File: config.mk
export PLATFORM = sky130hd
export DESIGN_NAME = mpmc9_ch_arbiter
export DESIGN_NICKNAME = d
export VERILOG_FILES = /design/src/rtl/mpmc9_ch_arbiter.sv
export SDC_FILE = /design/constraint.sdc
export NUM_CORES = 1
export LEC_CHECK = 0
export CORE_MARGIN = 2
export CORE_UTILIZATION = 50
export CTS_CLUSTER_SIZE = 24
export DETAILED_ROUTE_END_ITERATION = 7
export PLACE_DENSITY = 0.77
export SETUP_SLACK_MARGIN = 0.02
export SYNTH_ARGS = -nofsm -noshare
export SYNTH_HDL_FRONTEND = slang
export SYNTH_SLANG_ARGS = --single-unit
File: constraint.sdc
create_clock -name clk -period 2.9 [get_ports clk]
set_input_delay 0.58 -clock clk [delete_from_list [all_inputs] [get_ports clk]]
set_output_delay 0.58 -clock clk [all_outputs]
set_load 0.05 [all_outputs]
File: src/rtl/mpmc9_ch_arbiter.sv
// Eight-channel memory controller arbiter: round robin, optional channel-0 priority with starvation guard (MPMC9_ARB_PRIO_EN).
// Grant registered one cycle after sampling; held until done, then a one-cycle release turnaround.
module mpmc9_ch_arbiter #(
    parameter int STARVE_LIMIT = 8
) (
    input  logic       clk,
    input  logic       rst,
    input  logic [7:0] req,
    input  logic       idle,
    input  logic       done,
    output logic [3:0] ch,
    output logic [7:0] gnt,
    output logic       ch_valid
);

    typedef enum logic [1:0] {ARB_IDLE, ARB_GRANT, ARB_RELEASE} arb_state_t;

    if (STARVE_LIMIT < 1 || STARVE_LIMIT > 255) begin : g_bad_limit
        $error("STARVE_LIMIT must be in 1..255");
    end

    arb_state_t state_q, state_d;
    logic [3:0] ch_d;
    logic [7:0] gnt_d;
    logic       valid_d;
    logic [2:0] last_q, last_d;
    logic [7:0] rr_req;
    logic [2:0] rr_win, rr_idx, win;
    logic       rr_hit;

`ifdef MPMC9_ARB_PRIO_EN
    localparam int CW = $clog2(STARVE_LIMIT + 1);
    logic [CW-1:0] starve_q, starve_d;
    logic          starved;

    // Channel 0 has had its quota and someone else is waiting: exclude it this round.
    assign starved = (starve_q == CW'(STARVE_LIMIT)) && (|req[7:1]);
    assign rr_req  = starved ? {req[7:1], 1'b0} : req;
    assign win     = (req[0] && !starved) ? 3'd0 : rr_win;
`else
    assign rr_req  = req;
    assign win     = rr_win;
`endif

    // Search last+1 .. last+8 (wrapping), so the last winner has lowest priority.
    always_comb begin
        rr_win = last_q;
        rr_hit = 1'b0;
        rr_idx = 3'd0;
        for (int i = 1; i <= 8; i++) begin
            rr_idx = last_q + 3'(i);
            if (!rr_hit && rr_req[rr_idx]) begin
                rr_win = rr_idx;
                rr_hit = 1'b1;
            end
        end
    end

    always_comb begin
        state_d = state_q;
        ch_d    = ch;
        gnt_d   = gnt;
        valid_d = ch_valid;
        last_d  = last_q;
`ifdef MPMC9_ARB_PRIO_EN
        starve_d = starve_q;
`endif
        case (state_q)
            ARB_IDLE: begin
                if (idle && (|req)) begin
                    state_d = ARB_GRANT;
                    ch_d    = {1'b0, win};
                    gnt_d   = 8'd1 << win;
                    valid_d = 1'b1;
                    last_d  = win;
`ifdef MPMC9_ARB_PRIO_EN
                    if (win != 3'd0)
                        starve_d = '0;
                    else if ((|req[7:1]) && (starve_q != CW'(STARVE_LIMIT)))
                        starve_d = starve_q + 1'b1;
`endif
                end else begin
                    ch_d    = 4'hF;
                    gnt_d   = 8'h00;
                    valid_d = 1'b0;
                end
            end
            ARB_GRANT: begin
                if (done) begin
                    state_d = ARB_RELEASE;
                    ch_d    = 4'hF;
                    gnt_d   = 8'h00;
                    valid_d = 1'b0;
                end
            end
            default: begin
                state_d = ARB_IDLE;
                ch_d    = 4'hF;
                gnt_d   = 8'h00;
                valid_d = 1'b0;
            end
        endcase
    end

    always_ff @(posedge clk or posedge rst) begin
        if (rst) begin
            state_q  <= ARB_IDLE;
            ch       <= 4'hF;
            gnt      <= 8'h00;
            ch_valid <= 1'b0;
            last_q   <= 3'd7;
        end else begin
            state_q  <= state_d;
            ch       <= ch_d;
            gnt      <= gnt_d;
            ch_valid <= valid_d;
            last_q   <= last_d;
        end
    end

`ifdef MPMC9_ARB_PRIO_EN
    always_ff @(posedge clk or posedge rst) begin
        if (rst) starve_q <= '0;
        else     starve_q <= starve_d;
    end
`endif

endmodule

# Word level (Yosys, flattened, before mapping)
# Cells that the tools add are included.
# word_totals
inputBits	12
register_bits	18
romBits	0
elab_cells	86
mem_count	0
latch_bits	0
mem_bits_rw	0
# classes
div	0
magnitude_cmp	8
add_sub_neg	7
shifts	1
bitwise	0
n_reduce_logical	19
eq_ne	3
mul	0
mux	43
# ops
op	count
3-bit by 4-bit less-than comparator with 1-bit output (second input constant)	8
1-bit binary-select mux with 3-bit select	8
3-bit 2-to-1 mux	8
1-bit 2-to-1 mux	17
8-bit 2-to-1 mux	2
8-bit case mux with 2 select lines	1
3-bit adder (second input constant)	4
1-bit logical AND	8
4-bit 2-to-1 mux	2
4-bit case mux with 2 select lines	1
8-bit OR reduction	1
1-bit by 3-bit << shifter with 8-bit output (first input constant)	1
1-bit logical NOT	7
3-bit by 2-bit adder with 3-bit output (second input constant)	2
2-bit 2-to-1 mux	2
2-bit != test (second input constant)	2
2-bit case mux with 2 select lines	1
2-bit AND reduction	2
3-bit by 1-bit adder with 3-bit output (second input constant)	1
2-bit by 1-bit equality test with 1-bit output (second input constant)	1
2-bit logical NOT	1
1-bit case mux with 2 select lines	1

# Depth between registers and ports, before layout
# Gate-level depths: netlist (run 1).
# logic_depth
ltp_word	28
mapped_depth	13
mapped_depth_nobuf	9

# Worst setup path after synthesis (run 1)
# OpenSTA, ideal clock, no wires.
# synth_path
path_kind	flip-flop to flip-flop
start	register last_q[1]
end	register gnt[4]
n_path_buf	4
stages_incl_launch_ff	14
t_required_ps	2805
arrival_time_ps	3093
setup_ps	95
slack_ps	-288
synth_period_minus_slack_ps	3188
cell_sequence	dfstp_2 -> buf_6 -> clkbuf_1 -> inv_1 -> ha_1 -> buf_2 -> mux4_2 -> nand2b_1 -> a21boi_2 -> buf_2 -> nand2_1 -> a21oi_1 -> o32ai_2 -> o31ai_1
# synth_via
elab_chain_len	28
elab_cells_between_ends	55
cone_classes	add/sub (7); shift (1); mux (33); reduce/logical (14)
# synth_rtl
item	line_no	source
from (decl)	26	logic [2:0] last_q, last_d;
from (signal assigned)	117	last_q <= last_d;
3-bit by 1-bit adder with 3-bit output	51	rr_idx = last_q + 3'(i);
1-bit binary-select mux with 3-bit select	52	if (!rr_hit && rr_req[rr_idx]) begin
1-bit 2-to-1 mux (not written as such)	52	
1-bit 2-to-1 mux	52	
1-bit logical NOT	52	
1-bit logical AND	52	
1-bit 2-to-1 mux	52	
1-bit logical NOT	52	
[12 not listed]	-	
1-bit logical AND	52	
1-bit 2-to-1 mux	52	
1-bit logical NOT	52	
1-bit logical AND	52	
3-bit 2-to-1 mux *	52	
1-bit by 3-bit << shifter with 8-bit output *	73	gnt_d = 8'd1 << win;
8-bit 2-to-1 mux *	70	if (idle && (|req)) begin
8-bit case mux with 2 select lines *	68	case (state_q)
to (signal assigned)	115	gnt <= gnt_d;
to (decl)	12	output logic [7:0] gnt,
# Every way passes the cells marked *; elsewhere a longest branch is shown, timed or not. The select of a mux whose other input is x is not followed.
# A chain may end at the register's enable or synchronous reset.

# Worst setup path in the final report (run 1)
# layout_path
start	register last_q[0]
end	register gnt[0]
# The elaborated chain is that of the path after synthesis.

==> results of run 1 <==
==> what timing repair did <==
action / in CTS / in global routing
pin swaps: 0 / 18
buffers inserted: 1 / 18
setup endpoints to repair: 7 / 13
hold endpoints to repair: 0 / 0
gates resized for setup: 1 / 31
==> synthesized netlist by cell type, types with 4 or more instances <==
cell / instances / area, µm²
o21ai_0: 5 / 25.0
a21oi_1: 8 / 40.0
nor2_1: 12 / 45.0
mux2i_1: 4 / 40.0
dfrtp_1: 11 / 275
nand2_1: 19 / 71.3
mux4_2: 14 / 315
dfstp_2: 7 / 184
clkbuf_1: 4 / 15.0
o31ai_1: 10 / 75.1
inv_1: 5 / 18.8
==> worst max-delay path, delay by kind of cell, from the launching register on <==
kind / cells / cell delay [ns]
multiplexers: 1 / 0.33
adder cells (fa/ha/maj): 1 / 0.33
AND/OR/NAND/NOR: 3 / 0.28
AO/OA/AOI/OAI: 3 / 0.98
flip-flops: 1 / 0.61
buffers and inverters: 3 / 0.33
==> path summary, 6_finish.rpt <==
path                            from    endpoint  slack, ns  depth (start not counted)
setup / recovery           last_q[0]      gnt[0]      -0.05                         11
hold / removal                gnt[1]      gnt[1]       0.49                          2
setup reg to reg           last_q[0]      gnt[0]      -0.05                         11
hold reg to reg               gnt[1]      gnt[1]       0.49                          2
max in group asynchronous        rst      gnt[4]       1.83                          2
min in group asynchronous        rst  state_q[0]       0.66                          2
==> logic make-up after synthesis <==
| kind of cell | count (synthesis) | share of synthesized area |
|---|---|---|
| flops | 18 | 0.259 |
| buf+inv | 15 | 0.0445 |
| mux | 24 | 0.252 |
| compound gates | 51 | 0.224 |
| xor+xnor | 5 | 0.0247 |
| fa+ha+maj | 2 | 0.0141 |
| simple gates | 58 | 0.181 |
==> area by class of cell <==
| cell class | count | area share |
|---|---|---|
| Tap cell | 46 | 0.0219 |
| Sequential cell | 18 | 0.175 |
| Inverter | 5 | 0.00811 |
| Multi-Input combinational cell | 140 | 0.530 |
| Clock buffer | 4 | 0.0138 |
| Timing Repair Buffer | 73 | 0.251 |
==> stage by stage <==
stage	util	worst slack (ns)	area, µm²	setup TNS [ns]	instances
global route	0.780	-0.123	2620	-0.753	286
floorplan	-	0.0239	1820	0	173
detailed placement	0.683	-0.355	2300	-3.43	265
finish	0.780	-0.0539	2620	-0.0784	286
CTS	0.698	0.0276	2350	0	270
global placement	0.683	-0.206	2300	-1.92	265
==> flip-flops by register name, indices dropped and copies added (netlist names) <==
name and count:
gnt 8, ch 4, last_q 3, state_q 2, ch_valid 1
==> metal layers <==
layer / global-route usage / share of wire / vias to the layer above
li1: - / - / 819
met1: 0.314 / 0.40 / 919
met2: 0.379 / 0.51 / 92
met4: 0.0489 / 0.022 / 0
met5: 0 / 0 / -
met3: 0.0429 / 0.065 / 19
==> flow_metrics.py, run 1 <==
metrics = {
    "floorplan": {
        "io_pins": 25,
        "die-area_um2": 4040,
        "die_h_um": 63.5,
        "core_um2": 3360,
        "fp.dieW_um": 63.5,
        "start_util": 0.527,
        "rows": 21,
    },
    "status": {
        "violations": "setup timing",
        "status": "complete, but fails checks",
    },
    "global_routing": {
        "grt_pass1_vias": 1637,
        "grt_overflow": 0,
        "grt_pass1_wl_um": 7430,
        "track_usage": 0.229,
        "grt_max_degree": 20,
        "antenna_found_initial": 0,
    },
    "timing": {
        "setup_ws_ns": -0.0539,
        "skew_ns": 0.000859,
        "period_minus_slack_ns": 2.95,
        "worst_slew_pin_slew_ns": 0.647,
        "final-setup-viol-count": 2,
        "rsz0062_at_grt": "yes",
        "period_share": 1.02,
        "hold_viol_final": 0,
        "slew_viol_final": 0,
        "fmax_ghz": 0.339,
        "max-slew-margin-rel": 0.568,
        "whs_ns": 0.491,
    },
    "worst_setup_path": {
        "path_class": "flop to flop",
        "worst_ep_arrival_time_ns": 3.15,
        "slowest_stage": "dfstp_2",
        "cpPeakStageDelay_ns": 0.61,
        "crit_top_cell": "buf_6",
        "endpoint_kind": "flop",
        "crit_path_start_kind": "flop",
        "crit_chain": "inv_4 -> ha_4 -> buf_6 -> mux4_2 -> nand2b_1 -> a21boi_4 -> buf_6 -> nand2_2 -> o41ai_4 -> nor2_4 -> o31ai_1",
        "worstPathMaxFanout": 7,
        "crit_required_ns": 3.10,
    },
    "clocking": {
        "cts_buffer_depth": 2,
        "cts_tree": "yes",
        "cts-buffers-inserted": 3,
        "clock-root-buffer": "clkbuf_4",
        "clkTransAtPathRegs_ns": 0.10,
        "clock_latency_ns": 0.29,
        "htree_levels": 1,
        "cts.sinks": 18,
        "cts_hold_buf": 0,
    },
    "cells_and_area": {
        "fin_nets": 255,
        "drive_above_1_share": 0.479,
        "fillers": 226,
        "register_area_um2": 459,
        "layout_commonest_cell": "buf_4",
        "final_cell_mix": "43 x buf_4, 23 x clkdlybuf4s50_1, 18 x nand2_1",
        "multiInputGateArea_um2": 1390,
        "diodes": 0,
        "syn2layout_area_growth_pct": 48.0,
    },
    "synthesis": {
        "synth_edf_count": 0,
        "synth_cells": 173,
        "syn_nets": 187,
        "syn_area_um2": 1770,
        "ys_warn_count": 0,
        "yosysSeqAreaShare": 0.259,
        "avgSynthCellArea_um2": 10.2,
        "ys_async_sr_fraction": 1.00,
        "ys.flop_type": "dfrtp_1",
        "synth_cell_type_count": 57,
        "ys_ff_latch": 18,
    },
    "route": {
        "dr.pass1.iters": 4,
        "wl_per_cell_um": 19.3,
        "wirelength_um": 5510,
        "drc": 0,
        "vias_per_cell": 6.47,
        "drt_iter0_drc": 166,
        "ant_nets": 0,
        "vias": 1849,
    },
    "worst_hold_path": {
        "hold_class": "flop to flop",
    },
    "placement": {
        "port_buffers": 24,
        "dp_hpwl_um": 3530,
        "gp_congestion": 0.886,
    },
    "flow_run": {
        "drv_cap": 0,
    },
}
Power of run 1 is not shown: default switching activity piles up to over one toggle a cycle in this logic, so the estimate is an artifact.
==> inputs of run 2 (changes only) <==
--- a/config.mk
+++ b/config.mk
@@ -6,10 +6,11 @@
 export NUM_CORES = 1
 export LEC_CHECK = 0
 export CORE_MARGIN = 2
-export CORE_UTILIZATION = 50
+export CORE_UTILIZATION = 59
 export CTS_CLUSTER_SIZE = 24
 export DETAILED_ROUTE_END_ITERATION = 7
-export PLACE_DENSITY = 0.77
+export GPL_ROUTABILITY_DRIVEN = 0
+export PLACE_DENSITY = 0.85
 export SETUP_SLACK_MARGIN = 0.02
 export SYNTH_ARGS = -nofsm -noshare
 export SYNTH_HDL_FRONTEND = slang
==> constraint.sdc (replaced) <==
create_clock -name clk -period 3.4 [get_ports clk]
set_input_delay 0.68 -clock clk [delete_from_list [all_inputs] [get_ports clk]]
set_output_delay 0.68 -clock clk [all_outputs]
set_load 0.05 [all_outputs]
==> run 2 against run 1 <==
  * The flow now finishes without violations
  * Clock skew up 0.0098 ns
  * Register-to-register slack improved by 0.26 ns
  * Via count fell by 16%
  * Utilization down 4.1 points
  * Non-clock buffer count is 43 lower
  * Sequential share of layout area increased by 4.6 points
  * Worst setup slack improved by 0.26 ns
  * Sequential cell count unchanged
  * First-iteration DRC count is 48% lower
  * Global-route usage is 4.4 points higher
  * Clock-buffer cell count is the same
  * Highest routed layer unchanged
==> flow_metrics.py, run 2 (synthesis gave the netlist of run 1 again) <==
metrics = {
    "floorplan": {
        "core_um2": 2810,
        "fp.dieW_um": 58.8,
        "io_pins": 25,
        "start_util": 0.632,
        "rows": 19,
        "die-area_um2": 3460,
        "die_h_um": 58.8,
    },
    "worst_setup_path": {
        "worst_ep_arrival_time_ns": 3.39,
        "reg2reg_from": "last_q[1]",
        "worstPathMaxFanout": 9,
        "cp-startpoint": "last_q[1]",
        "crit_path_start_kind": "flop",
        "crit_required_ns": 3.60,
        "endpoint_kind": "flop",
        "path_class": "flop to flop",
    },
    "route": {
        "drc": 0,
        "vias_per_cell": 6.85,
        "wirelength_um": 4260,
        "wl_per_cell_um": 18.7,
        "dr.pass1.iters": 4,
        "drt_iter0_drc": 86,
        "vias": 1562,
        "ant_nets": 0,
    },
    "timing": {
        "skew_ns": 0.0106,
        "fmax_ghz": 0.313,
        "max-slew-margin-rel": 0.555,
        "hold_viol_final": 0,
        "setup_ws_ns": 0.204,
        "slew_viol_final": 0,
        "period_share": 0.940,
        "rsz0062_at_grt": "no",
        "period_minus_slack_ns": 3.20,
        "final.setup.tns_ns": 0,
        "final-setup-viol-count": 0,
        "worst_slew_pin_slew_ns": 0.667,
    },
    "clocking": {
        "clkTransAtPathRegs_ns": 0.11,
        "clock_latency_ns": 0.30,
        "cts.sinks": 18,
        "htree_levels": 1,
        "cts-buffers-inserted": 3,
        "cts_buffer_depth": 2,
        "clock-root-buffer": "clkbuf_4",
        "cts_hold_buf": 0,
        "cts_setup_buffers": 0,
        "cts_tree": "yes",
        "ctsResizeCount": 0,
    },
    "status": {
        "status": "complete, no violations",
    },
    "cells_and_area": {
        "fin_nets": 212,
        "diodes": 0,
        "final_cell_mix": "24 x clkdlybuf4s50_1, 19 x nand2_1, 14 x mux4_2",
        "largest_reg_flops": 8,
        "largestRegisters": "gnt x8, ch x4, last_q x3",
        "fin_area_um2": 2070,
        "drive_above_1_share": 0.249,
        "regMostFlops": "gnt",
        "layout_commonest_cell": "clkdlybuf4s50_1",
        "syn2layout_area_growth_pct": 16.9,
    },
    "flow_run": {
        "drv_cap": 0,
    },
    "global_routing": {
        "top_usage_layer": "met2",
        "met1_usage": 0.361,
        "grt_max_degree": 21,
        "antenna_found_initial": 0,
        "grt_pass1_wl_um": 7270,
        "met2_usage": 0.481,
        "track_usage": 0.274,
        "grt_overflow": 0,
        "grt_pass1_vias": 1562,
        "grtUsageMet3": 0.0418,
    },
    "worst_hold_path": {
        "hold_class": "flop to flop",
        "min_from": "gnt[5]",
    },
    "placement": {
        "dpl_cell_area_um2": 2040,
        "dp_hpwl_um": 3230,
        "pre_cts_slack_ns": 0.0833,
        "port_buffers": 24,
    },
}
-- run 2: worst max-delay path: stages, from the launching register on --
cell and delay (ns):
dfstp_2 0.55, inv_1 0.10, ha_1 0.55, mux4_2 0.45
nand2b_1 0.14, a21boi_2 0.36, buf_4 0.22, nand2_1 0.06
o41ai_2 0.21, nor2_1 0.16, o31ai_1 0.29
-- run 2: layer usage --
layer  up-vias  wire length [µm]
met5         -                 0
met4         0                31
met3         4               276
met2        75              2200
met1       753              1750
li1        730                 -
-- run 2: path summary, 6_finish.rpt --
path | cells past startpoint | end | slack [ns]
setup reg to reg | 10 | gnt[4] | 0.20
hold / removal | 2 | gnt[5] | 0.49
hold reg to reg | 2 | gnt[5] | 0.49
setup / recovery | 10 | gnt[4] | 0.20
max in group asynchronous | 2 | gnt[6] | 2.21
min in group asynchronous | 2 | gnt[7] | 0.76
-- run 2: final cells by class --
type,count,area [µm²]
Sequential cell,18,459
Fill cell,210,732
Timing Repair Buffer,30,285
Tap cell,31,38.8
Clock buffer,4,36.3
Multi-Input combinational cell,140,1230
Inverter,5,18.8
-- run 2: stage by stage --
step,utilization,std cells,hold WS [ns]
after CTS,0.739,228,0.491
after floorplan,-,173,0.521
after detailed placement,0.726,224,0.467
after global routing,0.739,228,0.526
after global placement,0.726,224,0.464
final,0.739,228,0.489
Power of run 2 is left out for the same reason.
==> inputs of run 3 (changes only) <==
--- a/config.mk
+++ b/config.mk
@@ -12,6 +12,7 @@
 export GPL_ROUTABILITY_DRIVEN = 0
 export PLACE_DENSITY = 0.85
 export SETUP_SLACK_MARGIN = 0.02
+export SLEW_MARGIN = 10
 export SYNTH_ARGS = -nofsm -noshare
 export SYNTH_HDL_FRONTEND = slang
 export SYNTH_SLANG_ARGS = --single-unit
==> constraint.sdc (replaced) <==
create_clock -name clk -period 3.4 [get_ports clk]
set_input_delay 0.51 -clock clk [delete_from_list [all_inputs] [get_ports clk]]
set_output_delay 0.51 -clock clk [all_outputs]
set_load 0.05 [all_outputs]
==> run 3 against run 2 <==
  * Sequential share of layout area is 0.093 points lower
  * Global-route usage is 0.96 points lower
  * Routed wire length shrank 0.42%
  * Largest cell class unchanged
  * Register-to-register slack improved by 0.03 ns
  * Non-clock buffer count shrank 2
  * Utilization up 0.31 points
==> flow_metrics.py, run 3 (synthesis gave the netlist of run 1 again) <==
metrics = {
    "worst_setup_path": {
        "endpoint_kind": "flop",
        "cpPeakStageDelay_ns": 0.67,
        "slowest_stage": "dfstp_2",
        "crit_required_ns": 3.60,
        "path_buf_inv": 1,
        "path_class": "flop to flop",
        "crit_chain": "inv_1 -> ha_2 -> mux4_2 -> mux2i_1 -> o21ai_1 -> and2_4 -> o41ai_2 -> nor2_1 -> o31ai_1",
        "worstPathMaxFanout": 9,
        "crit_family": "multiplexers",
        "worst_ep_arrival_time_ns": 3.37,
        "crit_path_start_kind": "flop",
    },
    "cells_and_area": {
        "diodes": 0,
        "syn2layout_area_growth_pct": 17.4,
        "largest_reg_flops": 8,
        "fin_nets": 210,
        "layout_commonest_cell": "clkdlybuf4s50_1",
        "drive_above_1_share": 0.246,
        "regMostFlops": "gnt",
        "final_cell_mix": "24 x clkdlybuf4s50_1, 19 x nand2_1, 14 x mux4_2",
        "largestRegisters": "gnt x8, ch x4, last_q x3",
    },
    "clocking": {
        "htree_levels": 1,
        "cts_tree": "yes",
        "cts-buffers-inserted": 3,
        "cts_buffer_depth": 2,
        "clock-root-buffer": "clkbuf_4",
        "clkTransAtPathRegs_ns": 0.11,
        "clock_latency_ns": 0.30,
        "cts_setup_buffers": 0,
        "cts.sinks": 18,
    },
    "route": {
        "vias": 1584,
        "drt_iter0_drc": 109,
        "dr.pass1.iters": 6,
        "drc": 0,
        "wirelength_um": 4240,
        "vias_per_cell": 7.01,
        "wl_per_cell_um": 18.7,
        "ant_nets": 0,
    },
    "floorplan": {
        "rows": 19,
        "start_util": 0.632,
        "die_h_um": 58.8,
        "die-area_um2": 3460,
        "io_pins": 25,
        "core_um2": 2810,
        "fp.dieW_um": 58.8,
    },
    "flow_run": {
        "drv_cap": 0,
    },
    "placement": {
        "dp_hpwl_um": 3190,
        "port_buffers": 24,
    },
    "timing": {
        "final.setup.tns_ns": 0,
        "period_share": 0.932,
        "skew_ns": 0.0123,
        "worst_slew_pin_slew_ns": 1.07,
        "hold_viol_final": 0,
        "fmax_ghz": 0.316,
        "final-setup-viol-count": 0,
        "rsz0062_at_grt": "no",
        "period_minus_slack_ns": 3.17,
        "max-slew-margin-rel": 0.286,
        "slew_viol_final": 0,
    },
    "global_routing": {
        "grt_pass1_vias": 1513,
        "grt_pass1_wl_um": 7000,
        "grt_overflow": 0,
        "grt_max_degree": 21,
        "track_usage": 0.264,
        "antenna_found_initial": 0,
    },
    "worst_hold_path": {
        "hold_class": "flop to flop",
    },
    "status": {
        "status": "complete, no violations",
    },
}
==> run 3: metal layers <==
layer,track usage,up-vias,wire (µm)
met5,0,-,0
met4,0.0682,0,43
met3,0.0418,6,295
met2,0.446,86,2170
met1,0.356,766,1730
li1,-,726,-
==> run 3: worst paths after layout <==
kind                            from  endpoint  slack (ns)  depth (start not counted)
min in group asynchronous        rst    gnt[6]        0.61                          2
setup / recovery           last_q[0]    gnt[4]        0.23                          9
hold reg to reg               gnt[2]    gnt[2]        0.49                          2
hold / removal                gnt[2]    gnt[2]        0.49                          2
setup reg to reg           last_q[0]    gnt[4]        0.23                          9
max in group asynchronous        rst  ch_valid        2.35                          2
==> run 3: final cells by class <==
cell class	count	area, µm²
inverters	5	18.8
fillers	199	723
flip-flops and latches	18	459
multi-input cells	140	1250
clock buffers	4	36.3
repair buffers	28	283
well taps	31	38.8
==> run 3: what timing repair did <==
| action | 4_1_cts | 5_1_grt |
|---|---|---|
| gates resized for setup | 0 | 2 |
| endpoints found under the setup margin | 0 | 6 |
| hold buffers | 0 | 0 |
==> run 3: worst min-delay path: cells and delay by family (launching register included) <==
kind | cells | cell delay, ns
AO/OA/AOI/OAI | 1 | 0.05
flip-flops | 1 | 0.36
AND/OR/NAND/NOR | 1 | 0.05
==> run 3: metrics by stage <==
| stage | hold WS (ns) | setup WS (ns) | std cells | util | instance area (µm²) |
|---|---|---|---|---|---|
| 2_1_floorplan | 0.443 | 0.212 | 173 | - | 1770 |
| 3_5_place_dp | 0.470 | 0.219 | 222 | 0.725 | 2030 |
| 3_3_place_gp | 0.461 | 0.351 | 222 | 0.725 | 2030 |
| 5_1_grt | 0.506 | 0.0686 | 226 | 0.742 | 2080 |
| 6_report | 0.491 | 0.232 | 226 | 0.742 | 2080 |
| 4_1_cts | 0.493 | 0.200 | 226 | 0.738 | 2070 |
Power of run 3 is left out for the same reason.
